===== config.mk =====
export PLATFORM = sky130hd
export DESIGN_NAME = pc_sequencer_16
export DESIGN_NICKNAME = d
export VERILOG_FILES = /design/src/rtl/pc_sequencer_16.sv
export SDC_FILE = /design/constraint.sdc
export NUM_CORES = 1
export LEC_CHECK = 0
export ABC_AREA = 1
export CAP_MARGIN = 30
export CORE_MARGIN = 4
export CORE_UTILIZATION = 37
export CTS_CLUSTER_DIAMETER = 200
export DETAILED_ROUTE_END_ITERATION = 8
export GPL_TIMING_DRIVEN = 0
export PLACE_DENSITY = 0.77
export RECOVER_POWER = 25
export SLEW_MARGIN = 20
export SYNTH_ARGS = -nofsm -noshare
export SYNTH_HDL_FRONTEND = slang
export SYNTH_SLANG_ARGS = --single-unit

===== constraint.sdc =====
create_clock -name clk -period 1.5 [get_ports clk]
set_input_delay 0.15 -clock clk [delete_from_list [all_inputs] [get_ports clk]]
set_output_delay 0.15 -clock clk [all_outputs]
set_load 0.03 [all_outputs]

===== src/rtl/pc_sequencer_16.sv =====
// Program-counter register feeding an external half-adder-chain incrementer.
// Adds parallel load, IDLE/RUN/HALT sequencing, terminal-count halt and a sticky overflow flag.
module pc_sequencer_16 #(
  parameter int                RESET_VALUE_W = 16,
  parameter int                WIDTH         = 16,
  parameter logic [WIDTH-1:0]  RESET_VALUE   = '0
) (
  input  logic             clk,
  input  logic             rst_n,
  input  logic             start,
  input  logic             stop,
  input  logic             en,
  input  logic             load,
  input  logic [WIDTH-1:0] load_value,
  input  logic [WIDTH-1:0] limit,
  input  logic             limit_en,
  input  logic             clear_ovf,
  input  logic [WIDTH-1:0] inc_sum,
  input  logic             inc_carry,
  output logic [WIDTH-1:0] inc_a,
  output logic [WIDTH-1:0] pc,
  output logic             running,
  output logic             halted,
  output logic             at_limit,
  output logic             overflow
);

  typedef enum logic [1:0] {
    IDLE = 2'd0,
    RUN  = 2'd1,
    HALT = 2'd2
  } state_t;

  state_t           state;
  state_t           state_next;
  logic [WIDTH-1:0] pc_next;
  logic             step;
  logic             limit_hit;

  assign inc_a = pc;

  always_comb begin
    step      = (state == RUN) && en && !load && !stop;
    // The terminal count is matched against the incrementer result, so a load never halts.
    limit_hit = step && limit_en && (inc_sum == limit);

    pc_next = pc;
    if (load)
      pc_next = load_value;
    else if (step)
      pc_next = inc_sum;

    state_next = state;
    case (state)
      IDLE:    if (start) state_next = RUN;
      RUN:     if (stop || limit_hit) state_next = HALT;
      HALT:    if (start) state_next = RUN;
      default: state_next = IDLE;
    endcase
  end

  always_ff @(posedge clk or negedge rst_n) begin
    if (!rst_n) begin
      pc       <= RESET_VALUE;
      state    <= IDLE;
      running  <= 1'b0;
      halted   <= 1'b0;
      at_limit <= 1'b0;
      overflow <= 1'b0;
    end else begin
      pc       <= pc_next;
      state    <= state_next;
      running  <= (state_next == RUN);
      halted   <= (state_next == HALT);
      at_limit <= limit_en && (pc_next == limit);
      // A wrap on the same edge as a clear request leaves the flag set.
      if (step && inc_carry)
        overflow <= 1'b1;
      else if (clear_ovf)
        overflow <= 1'b0;
    end
  end

endmodule


==> reports/metrics.yaml <==
floorplanning:
  row_count: 25
  die_area_um2: 6411
  initial_core_util_pct: 39.38
  io_pins: 93
  die_h_um: 80.07
  die_w_um: 80.07
  fp.coreArea_um2: 4880
hold_path:
  min_delay_path_depth: 3
  min_to: "inc_a[7]"
  hp-class: "in2reg"
  min-delay-start: "load"
setup_path:
  crit_path_max_fanout: 6
  start_kind: "flop"
  worst-setup-path-type: "reg2reg"
  r2r_end: "running"
  crit_slowest_cell: "dfrtp_1"
  worstPathArrival_ns: 1.74
  r2r-start: "state[1]"
  cp-end-kind: "flop"
  critical_path_required_ns: 1.65
  cp_cell_sequence: "nor2_4 -> nand2_4 -> nor2_4 -> nand4_1 -> nor2_1 -> nand3_1 -> nand2_2 -> o22ai_2"
  path_common_cell: "nor2_4"
  r2r_cells: 8
  r2r_slack_ns: -0.09
  startpoint: "state[1]"
  cpPeakStageDelay_ns: 0.42
placed_design:
  dp_hpwl_um: 4848
  gp_congestion: 0.9202
  place_area_um2: 2932
  placed_cells: 437
  port_buffers: 91
timing:
  rsz0062_at_grt: "yes"
  worstMarginPinSlew_ns: 0.6629
  setup_violations: 5
  setup_slack_ns: -0.08865
  period_needed_ns: 1.589
  relSlewSlack_pct: 55.73
  hold_viol: 0
  fmax_ghz: 0.6295
  fin_worst_skew_ns: 0.007736
  fin_crit_sh_pct: 105.9
  drv_slew: 0
global_routing:
  grt_overflow: 0
  grt_util_all_layers_pct: 19.04
  first_global_vias: 2099
  antenna_found_initial: 0
  grt_pass1_wl_um: 9473
  grt_max_degree: 14
status:
  violations: "setup timing"
  outcome: "finished with violations"
route:
  post-route-drc-count: 0
  wl_per_cell_um: 13.66
  avgViaCountPerCell: 4.714
  via_count: 2093
  finalWirelength_um: 6064
  drtAntennaViolNets: 0
  first_iter_violations: 136
  dr.pass1.iters: 4
clock_tree:
  clock-sinks: 22
  clock_path_buffers: 2
  cts_tree: "built"
  path_clk_slew_ns: 0.08
  htreeDepth: 1
  cts_buffers: 3
  ctsHoldBuffers: 0
  insertion_delay_ns: 0.27
  clockRootBuffer: "clkbuf_8"
final_layout:
  nNetsFinal: 436
  final_cells: 444
  utilization_pct: 62.46
  n_antenna_cell: 0
  drive_gt1_share_pct: 20.42
  area_growth_pct: 58.59
  finalInstanceArea_um2: 3048
pwr:
  power_density_nw_per_um2: 749.3
  vdd_ir_drop_max_v: 0.0003595
  power_leakage_uw: 0.001578
yosys:
  synth_area_um2: 1922
  synth_top_cell_by_area: "dfrtp_1"
  synth_warnings: 0
  yosysSeqAreaShare_pct: 28.65
  yosysTopAreaCellShare_pct: 28.65
  synthTopCellsByArea: "dfrtp_1, nand2_1, nand3_1"
  avgSynthCellArea_um2: 6.913
  synth_edf_count: 0
  syn_inst: 278
  yosysUniqueCellTypes: 31
  async_flop_share_pct: 100.0
  ys_seq_elements: 22
  synth_nets: 335
  ys_dominant_reg_cell: "dfrtp_1"
job:
  maxCapViolations: 0
worst max-delay path by stage:
stage                to  slack, ns  cells after the start
3_3_place_gp   at_limit      -0.33                     12
6_report        running      -0.09                      8
3_5_place_dp   at_limit      -0.38                     13
5_1_grt        at_limit      -0.23                     12
2_1_floorplan  at_limit       0.07                     11
4_1_cts        at_limit      -0.12                     13
cells in the final DEF (no fill, tap or decap), drive strengths merged:
master	n
a21oi	4
buf	25
clkbuf	5
clkdlybuf4s50	58
clkinv	1
dfrtp	22
dlygate4sd2	24
dlygate4sd3	1
dlymetal6s2s	9
inv	43
nand2	78
nand3	46
nand3b	4
nand4	2
nor2	17
nor4	1
o2111ai	1
o211ai	1
o21ai	10
o22ai	4
or2	14
xnor2	3
xor2	4
final cells by class:
cell class                      instances  area (µm²)
Clock buffer                            3       41.29
Timing Repair Buffer                   96       943.4
Buffer                                 23       209.0
Tap cell                               67       83.83
Multi-Input combinational cell        189        1050
Inverter                               44       170.2
Fill cell                             465        1832
Sequential cell                        22       550.5
cell families (layout without fill, tap and decap cells):
family                    Yosys count  count (layout)  synth area share [%]
xor gates and xnor gates            7               7                 3.190
AOI/OAI and AO/OA                  20              20                 6.967
and+or+nand+nor                   162             162                 41.93
buffers and inverters              67             166                 19.27
DFF                                22              22                 28.65
synthesized netlist by cell type (all sizes together), types with 3 or more instances:
cell     n
a21oi    4
buf     21
dfrtp   22
inv     43
nand2   78
nand3   46
nand3b   4
nor2    17
o21ai   10
o22ai    4
or2     14
xnor2    3
xor2     4
registers in the layout, summed over array words and instances, names as in the netlist:
signal    count
state         2
overflow      1
running       1
at_limit      1
inc_a        16
halted        1
critical path, delay by kind of cell, from the launching register on:
| family | cells | cell delay (ns) |
|---|---|---|
| AOI/OAI and AO/OA | 1 | 0.07 |
| and+or+nand+nor | 7 | 0.97 |
| DFF | 1 | 0.42 |
through the flow:
step / hold slack [ns] / setup WS [ns] / setup TNS [ns] / total power, µW
global placement: 0.4755 / -0.3343 / -1.469 / 1884
detailed placement: 0.4791 / -0.3830 / -1.765 / 1908
global route: 0.2060 / -0.2294 / -1.048 / 2419
floorplan: -0.1456 / 0.06773 / 0 / 1412
CTS: 0.1933 / -0.1154 / -0.2934 / 2264
finish: 0.2057 / -0.08865 / -0.4117 / 2284
routing by layer:
metal  vias to the layer above  share of wire (%)  track usage (%)
met5                         -                  0                0
met4                         0               0.99            5.743
met3                         6                6.6            2.691
met2                        85                 50            33.61
met1                       951                 43            23.84
li1                       1051                  -                -
where the power goes:
part	total [µW]	switching, µW	internal, µW
Combinational	1170	647	525
Sequential	724	59.7	665
Clock	387	207	180
timing repair:
| action | in CTS | in global routing |
|---|---|---|
| buffers inserted | 3 | 1 |
| endpoints found under the setup margin | 29 | 14 |
| pin swaps | 2 | 8 |
| resized for setup | 28 | 22 |
No activity file was read; power rests on OpenSTA's default activity.
